==> src/rtl/neq_reg_pkg.sv <==
// rtl/neq_reg_pkg.sv - shared constants for the neq_reg adder/flag block
package neq_reg_pkg;

    // Default data-path width in bits (two's-complement signed)
    localparam int NEQ_REG_WIDTH_DEF = 14;

    // Encoding of the sub operation-select input
    localparam logic OP_ADD = 1'b0;
    localparam logic OP_SUB = 1'b1;

endpackage : neq_reg_pkg

==> src/rtl/neq_load_reg.sv <==
// rtl/neq_load_reg.sv - WIDTH-bit register with load enable and async active-low reset
module neq_load_reg
    import neq_reg_pkg::*;
#(
    parameter int WIDTH = NEQ_REG_WIDTH_DEF
) (
    input  logic             clk,
    input  logic             rst_n,
    input  logic             ld_i,
    input  logic [WIDTH-1:0] d_i,
    output logic [WIDTH-1:0] q_o
);

    logic [WIDTH-1:0] q_q;
    logic [WIDTH-1:0] q_d;

    // Next value: take d_i when loading, otherwise hold
    always_comb begin
        q_d = q_q;
        if (ld_i) begin
            q_d = d_i;
        end
    end

    // State register, cleared asynchronously
    always_ff @(posedge clk or negedge rst_n) begin
        if (!rst_n) begin
            q_q <= '0;
        end else begin
            q_q <= q_d;
        end
    end

    assign q_o = q_q;

endmodule : neq_load_reg

==> src/rtl/neq_reg.sv <==
// rtl/neq_reg.sv - signed add/sub with overflow flag, result register and sticky not-equal flag (option: NEQ_REG_SAT_EN saturates sum)
module neq_reg
    import neq_reg_pkg::*;
#(
    parameter int WIDTH = NEQ_REG_WIDTH_DEF
) (
    input  logic             clk,
    input  logic             rst,
    input  logic [WIDTH-1:0] a,
    input  logic [WIDTH-1:0] b,
    input  logic             sub,
    input  logic             ld,
    input  logic             en_neq,
    input  logic             init_nq,
    output logic [WIDTH-1:0] sum,
    output logic             ovf,
    output logic [WIDTH-1:0] q,
    output logic             neq_out
);

    logic [WIDTH-1:0] b_op;
    logic [WIDTH-1:0] raw_sum;
    logic [WIDTH-1:0] carry_in;
    logic             neq_q;
    logic             neq_d;

    // Subtraction is a + ~b + 1: the inverted operand is what really enters the adder
    assign b_op     = (sub == OP_SUB) ? ~b : b;
    assign carry_in = {{(WIDTH-1){1'b0}}, sub};
    assign raw_sum  = a + b_op + carry_in;

    // Overflow: adder operands share a sign that the result does not
    assign ovf = (a[WIDTH-1] == b_op[WIDTH-1]) && (raw_sum[WIDTH-1] != a[WIDTH-1]);

`ifdef NEQ_REG_SAT_EN
    // On overflow clamp toward the operands' common sign
    always_comb begin
        sum = raw_sum;
        if (ovf) begin
            if (a[WIDTH-1]) begin
                sum = {1'b1, {(WIDTH-1){1'b0}}};
            end else begin
                sum = {1'b0, {(WIDTH-1){1'b1}}};
            end
        end
    end
`else
    // Plain modulo-2^WIDTH wrap
    assign sum = raw_sum;
`endif

    // Result register
    neq_load_reg #(
        .WIDTH (WIDTH)
    ) u_q_reg (
        .clk   (clk),
        .rst_n (rst),
        .ld_i  (ld),
        .d_i   (sum),
        .q_o   (q)
    );

    // Sticky flag next state: clear wins over set, otherwise hold
    always_comb begin
        neq_d = neq_q;
        if (init_nq) begin
            neq_d = 1'b0;
        end else if (en_neq) begin
            neq_d = 1'b1;
        end
    end

    // Sticky flag register, cleared asynchronously
    always_ff @(posedge clk or negedge rst) begin
        if (!rst) begin
            neq_q <= 1'b0;
        end else begin
            neq_q <= neq_d;
        end
    end

    assign neq_out = neq_q;

endmodule : neq_reg

==> config.mk <==
export PLATFORM = sky130hd
export DESIGN_NAME = neq_reg
export DESIGN_NICKNAME = d
export VERILOG_FILES = /design/src/rtl/neq_reg_pkg.sv /design/src/rtl/neq_load_reg.sv /design/src/rtl/neq_reg.sv
export SDC_FILE = /design/constraint.sdc
export NUM_CORES = 1
export LEC_CHECK = 0
export CAP_MARGIN = 15
export CORE_MARGIN = 2
export CORE_UTILIZATION = 25
export DETAILED_ROUTE_END_ITERATION = 16
export PLACE_DENSITY = 0.61
export SYNTH_ARGS = -nofsm -noshare
export SYNTH_HDL_FRONTEND = slang
export SYNTH_SLANG_ARGS = --single-unit
==> constraint.sdc <==
create_clock -name clk -period 3.1 [get_ports clk]
set_clock_uncertainty 0.2 [all_clocks]
set_input_delay 0.62 -clock clk [delete_from_list [all_inputs] [get_ports clk]]
set_output_delay 0.62 -clock clk [all_outputs]
set_load 0.005 [all_outputs]
==> impl_metrics.ini, run 1 <==
[logic_synthesis]
syn_inst = 156
synth_cell_types = 48
yosys_warnings = 0
synth_edf_count = 0
synthesis.area_um2 = 1510
async_flop_share_pct = 100
ys_seq_area_share_pct = 24.9
ys_seq_elements = 15
syn_nets = 204
ys_dominant_reg_cell = dfrtp_1
syn_avg_cell_area_um2 = 9.67

[worst_setup_path]
cp.arrival_ns = 2.48
end_kind = output port
cp_cell_sequence = buf_8 -> buf_6 -> xor2_2 -> inv_2 -> fa_2 -> and2b_2 -> o2111ai_4 -> buf_4 -> nand2_2 -> xor2_2 -> buf_2
cp_slowest_cell = fa_2
crit_family = buffers and inverters
max_stage_delay_ns = 0.35
path_buf_inv = 5
critPathRequiredTime_ns = 2.28
worstSetupPathType = in2out
path_common_cell = xor2_2
startpoint_type = input pin
critPathMaxFanout = 4

[clock_tree]
htreeDepth = 1
cts_hold_buf = 0
clkSinkCount = 15
clk_latency_ns = 0.24
cts_buffers = 3
clock_path_buffers = 2
path_clk_slew_ns = 0.06
cts_root_buf = clkbuf_8
cts_tree = done

[routing]
drcViolationCount = 0
route.vias.total = 1606
viasPerCell = 4.44
ant_nets = 0
finalWirelength_mm = 4.84
drt_iter0_markers = 53
dr.pass1.iters = 4
wire_per_inst_um = 13.4

[run_status]
status = complete, but fails checks
violations = setup timing

[power_and_ir_drop]
pwr-share-clk_pct = 11.6
p_int_mw = 0.895
seq_power_share_pct = 20.8
p_per_area_nw_per_um2 = 433
totalPowerFinal_mw = 1.36
leakage_nw = 1.39
power_frac_comb_pct = 67.6
switching_share_pct = 34.4
vdd_drop_max_uv = 244
p_switching_mw = 0.469

[finish]
diodes = 0
layout.nets = 336
nFillCells = 525
register_area_um2 = 375
final_area_um2 = 3150
layout-drive-gt1-share_pct = 53.3
area_growth_pct = 109
fin_util_pct = 53.5
multiInputGateArea_um2 = 1460

[floorplan]
core_area_um2 = 5890
start_util_pct = 25.6
die_x_um = 81.7
row_count = 28
ioPinCount = 64
die_area_um2 = 6670
die_h_um = 81.7

[sta]
fin_ws_ns = -0.197
grt_setup_unrepaired = yes
drv_slew = 0
min_period_ns = 3.30
tns_ns = -1.38
hold_violations = 0
max-slew-margin-rel_pct = 52.3
worst_slew_pin_slew_ns = 0.714
timing.final.crit_share_pct = 106
max_freq_mhz = 303
setup_violations = 9

[global_routing]
grt_max_degree = 16
grt_pass1_wl_mm = 7.16
grtUsageTotal_pct = 13.7
antenna_found_initial = 0
grt_pass1_vias = 1561
globalRoute.totalOverflow = 0

[placed_design]
dp_hpwl_mm = 3.39
numPortBuffers = 63
place_area_um2 = 2560
gp_congestion = 0.784

[run]
cap_violations = 0

[min_path]
hold_class = reg2reg
==> cells in the final DEF, fill, tap and decap left out, types with 3 or more instances in the layout <==
cell type / instances
ha_4: 8
nand4_1: 4
xnor2_1: 4
dlygate4sd2_1: 14
ha_1: 3
clkdlybuf4s15_1: 6
nand2_1: 9
buf_4: 53
nand2_2: 3
o21ai_4: 4
inv_1: 8
nand3_1: 3
clkdlybuf4s50_1: 27
buf_2: 11
mux2_2: 9
clkbuf_8: 3
a21oi_2: 3
a21oi_4: 4
buf_6: 15
dfrtp_1: 15
xor2_1: 8
xor2_2: 8
o21a_1: 3
a21o_1: 5
xnor2_2: 3
nor2_1: 10
==> routing by layer <==
metal | part of all wire, % | track usage [%]
met1 | 41 | 16.1
met2 | 54 | 25.8
met3 | 4.4 | 1.98
met4 | 0.66 | 3.67
met5 | 0 | 0
==> repair_timing <==
action,4_1_cts,5_1_grt
resized for setup,139,21
setup buffers,20,5
hold endpoints to repair,0,0
pin swaps,58,27
gates cloned,1,0
setup endpoints to repair,14,12
==> synthesized netlist by cell type (2+ instances only) <==
master	count	share of area, %
a21oi_1	6	2.0
dfrtp_1	15	25
nand3_1	3	0.99
o21a_1	3	1.5
mux2_2	9	6.7
nor2_1	12	3.0
inv_1	9	2.2
a31oi_1	2	0.83
nand4_1	4	1.7
xnor2_1	7	4.1
a21o_1	5	2.5
ha_1	13	11
buf_6	2	1.5
xor2_1	17	9.9
buf_2	2	0.66
nand2_1	12	3.0
o21ai_1	4	1.3
==> state kept, by name, indices dropped and copies added, names as in the netlist <==
name,cells
u_q_reg.q_o,14
neq_out,1
==> per-stage QoR <==
step	instances	setup WS (ns)	hold WS, ns
after floorplan	156	-0.0828	0.124
after global placement	335	-1.04	0.271
after detailed placement	335	-1.07	0.277
after CTS	358	-0.291	0.294
after global routing	362	-0.317	0.317
final	362	-0.197	0.291
==> path summary, 6_finish.rpt <==
| path | start | endpoint | slack (ns) | cells after the start |
|---|---|---|---|---|
| worst max register to register | u_q_reg.q_o[12] | u_q_reg.q_o[12] | 2.12 | 2 |
| worst max-delay path | sub | sum[6] | -0.20 | 11 |
| max in group asynchronous | rst | u_q_reg.q_o[6] | 1.64 | 1 |
| min in group asynchronous | rst | neq_out | 0.60 | 1 |
| worst min-delay path | u_q_reg.q_o[11] | u_q_reg.q_o[11] | 0.29 | 2 |
| worst min register to register | u_q_reg.q_o[11] | u_q_reg.q_o[11] | 0.29 | 2 |
==> power by group through the flow <==
stage / Sequential (mW) / Combinational, mW / Clock, mW
6_report: 0.283 / 0.923 / 0.159
5_1_grt: 0.288 / 0.991 / 0.173
4_1_cts: 0.283 / 0.873 / 0.162
3_5_place_dp: 0.287 / 0.762 / 0
3_3_place_gp: 0.285 / 0.756 / 0
2_1_floorplan: 0.290 / 0.322 / 0
==> cells by family (layout without fill, tap and decap cells) <==
logic type | Yosys count | count (layout) | synth area share (%)
AOI/OAI and AO/OA | 37 | 37 | 21.7
and+or+nand+nor | 40 | 40 | 12.8
adders and majority gates | 14 | 14 | 12.1
buffers and inverters | 14 | 145 | 4.64
xor gates and xnor gates | 25 | 25 | 15.0
DFF | 15 | 15 | 24.9
muxes | 11 | 11 | 8.87
==> worst min-delay path, cell delays in order (launching register included) <==
cell,delay [ns]
dfrtp_1,0.35
nand2_1,0.06
o31ai_2,0.05
==> final cells by class <==
class                   instances  share of cell area, %
multi-input cells             127                   46.4
repair buffers                132                   36.2
flip-flops and latches         15                   11.9
well taps                      75                   2.98
clock buffers                   4                   1.43
inverters                       9                   1.07
No activity file was read; power rests on OpenSTA's default activity.
==> run 2, diff against run 1 <==
--- a/config.mk
+++ b/config.mk
@@ -7,2 +7,3 @@
 export LEC_CHECK = 0
+export ABC_AREA = 1
 export CAP_MARGIN = 15
@@ -11,3 +12,3 @@
 export DETAILED_ROUTE_END_ITERATION = 16
-export PLACE_DENSITY = 0.61
+export PLACE_DENSITY = 0.6
 export SYNTH_ARGS = -nofsm -noshare
==> constraint.sdc (replaced) <==
create_clock -name clk -period 3.1 [get_ports clk]
set_clock_uncertainty 0.2 [all_clocks]
set_input_delay 0.465 -clock clk [delete_from_list [all_inputs] [get_ports clk]]
set_output_delay 0.465 -clock clk [all_outputs]
set_load 0.005 [all_outputs]
==> run 2 against run 1 <==
Effect of this change: the run now ends clean; critical path depth shrank 1; worst setup slack better by 0.25 ns; clock-buffer cell count stayed put; flip-flop and latch count is the same; critical endpoint is now sum[5]; non-clock buffer count decreased by 14.
==> impl_metrics.ini, run 2 <==
[run_status]
status = complete, no violations

[routing]
route.vias.total = 1838
drt_iter0_markers = 32
viasPerCell = 4.19
finalWirelength_mm = 4.73
drcViolationCount = 0
ant_nets = 0
dr.pass1.iters = 4
wire_per_inst_um = 10.8

[logic_synthesis]
syn_inst = 246
ys_seq_area_share_pct = 23.8
ys_seq_elements = 15
async_flop_share_pct = 100
synthesis.area_um2 = 1570
synth_most_common_cell = nand2_1
synthTopCellsByCount = 94 x nand2_1, 33 x inv_1, 17 x nand3_1
synth.area.top_cells = dfrtp_1 24%, nand2_1 22%, ha_1 10%
synth_cell_types = 26
syn_nets = 294
yosys_warnings = 0
syn_avg_cell_area_um2 = 6.40
synth_top_cell_by_area = dfrtp_1
synth_top_cell_area_share_pct = 23.8
ys_dominant_reg_cell = dfrtp_1
synth_edf_count = 0

[worst_setup_path]
critPathMaxFanout = 4
r2r_cells = 2
worstSetupPathType = in2out
critPathRequiredTime_ns = 2.43
cp.arrival_ns = 2.39
regToRegEndpoint = u_q_reg.q_o[0]
startpoint_type = input pin
reg2reg_slack_ns = 2.25
end_kind = output port
crit_end = sum[5]
crit_start = a[3]
worstReg2RegStart = u_q_reg.q_o[0]

[floorplan]
ioPinCount = 64
die_area_um2 = 6950
start_util_pct = 26.3
die_h_um = 83.3
die_x_um = 83.3
core_area_um2 = 5990
row_count = 28

[finish]
fin_util_pct = 48.1
area_growth_pct = 82.9
final_common_cell = nand2_1
nFillCells = 624
layout.cells.non_filler = 439
layout-drive-gt1-share_pct = 28.8
largest_reg_flops = 14
final_area_um2 = 2880
diodes = 0
final_cell_mix = 80 x nand2_1, 49 x buf_4, 40 x clkdlybuf4s50_1
layout.nets = 413

[sta]
min_period_ns = 3.05
timing.final.crit_share_pct = 98.4
fin_ws_ns = 0.0494
hold_violations = 0
setup_violations = 0
drv_slew = 0
max_freq_mhz = 328
max-slew-margin-rel_pct = 56.3
worst_slew_pin_slew_ns = 0.654

[global_routing]
grt_busiest_layer = met2
grt_pass1_wl_mm = 7.73
grt_max_degree = 16
grt_use_met3_pct = 1.69
antenna_found_initial = 0
grt_pass1_vias = 1758
globalRoute.totalOverflow = 0
grt.met1_usage_pct = 16.3
grtUsageTotal_pct = 13.4
grt.met2_usage_pct = 23.7

[placed_design]
place_ws_ns = -0.606
numPortBuffers = 63
dp.cells = 419
gp_congestion = 0.862
place_area_um2 = 2580
dp_hpwl_mm = 3.79

[clock_tree]
clock_path_buffers = 2
clk_latency_ns = 0.24
clkSinkCount = 15
cts_tree = done
path_clk_slew_ns = 0.06
cts_hold_buf = 0
htreeDepth = 1
cts_root_buf = clkbuf_8
cts_buffers = 3

[run]
cap_violations = 0

[power_and_ir_drop]
leakage_nw = 1.54
vdd_drop_max_uv = 253
p_per_area_nw_per_um2 = 405

[min_path]
hold_class = reg2reg
==> run 2: stage by stage <==
step           hold WS [ns]  setup TNS [ns]  total power [mW]
2_1_floorplan       -0.0306               0             0.540
3_3_place_gp          0.263           -6.34             0.936
3_5_place_dp          0.269           -6.67             0.944
4_1_cts               0.283         -0.0634              1.13
5_1_grt               0.308         -0.0505              1.26
6_report              0.282               0              1.17
==> run 2: repair_timing <==
action,in CTS,in global routing
pin swaps,19,26
buffers inserted,11,5
endpoints found under the setup margin,14,9
resized for setup,42,33
==> run 2: metal layers <==
| metal | up-vias | routed length (µm) |
|---|---|---|
| met4 | 0 | 105 |
| met1 | 800 | 2140 |
| met5 | - | 0 |
| met3 | 8 | 183 |
| li1 | 986 | - |
| met2 | 44 | 2300 |
==> run 2: worst min-delay path by stage <==
stage,start,endpoint,slack [ns],cells past startpoint
floorplan,rst,neq_out,-0.03,0
global placement,u_q_reg.q_o[10],u_q_reg.q_o[10],0.26,2
detailed placement,u_q_reg.q_o[13],u_q_reg.q_o[13],0.27,2
CTS,u_q_reg.q_o[2],u_q_reg.q_o[2],0.28,2
global route,u_q_reg.q_o[9],u_q_reg.q_o[9],0.31,2
finish,u_q_reg.q_o[13],u_q_reg.q_o[13],0.28,2
==> run 2: critical path, stage by stage <==
cell and delay [ns]:
clkdlybuf4s50_1 0.51, ha_4 0.24, buf_4 0.13, nand2_2 0.09
inv_1 0.07, a21oi_2 0.14, nand2_2 0.08, or2_1 0.22
and2_1 0.17, dlygate4sd2_1 0.27
==> run 2: final cells by class <==
cell class              instances  area, µm²  share of cell area, %
clock buffers                   4       45.0                   1.56
inverters                      37        139                   4.82
multi-input cells             190       1170                   40.5
flip-flops and latches         15        375                   13.0
well taps                      75       93.8                   3.26
repair buffers                118       1060                   36.8
==> run 2: cells by family (layout without fill, tap and decap cells) <==
kind of cell,Yosys count,after routing,synth area share (%)
compound gates,11,11,3.97
flops,15,15,23.8
buf+inv,41,159,10.3
fa+ha+maj,14,14,11.6
xor+xnor,17,17,9.94
simple gates,148,148,40.3
==> run 2: where the power goes <==
part / internal (mW) / switching, mW / total [mW]
clock network: 0.0909 / 0.0642 / 0.155
logic: 0.432 / 0.319 / 0.751
registers: 0.237 / 0.0223 / 0.259
==> run 3, diff against run 2 <==
- CAP_MARGIN: 15 -> 20
==> results of run 3 <==
Same layout as run 2: the final DEF is identical, and so are final timing and power.
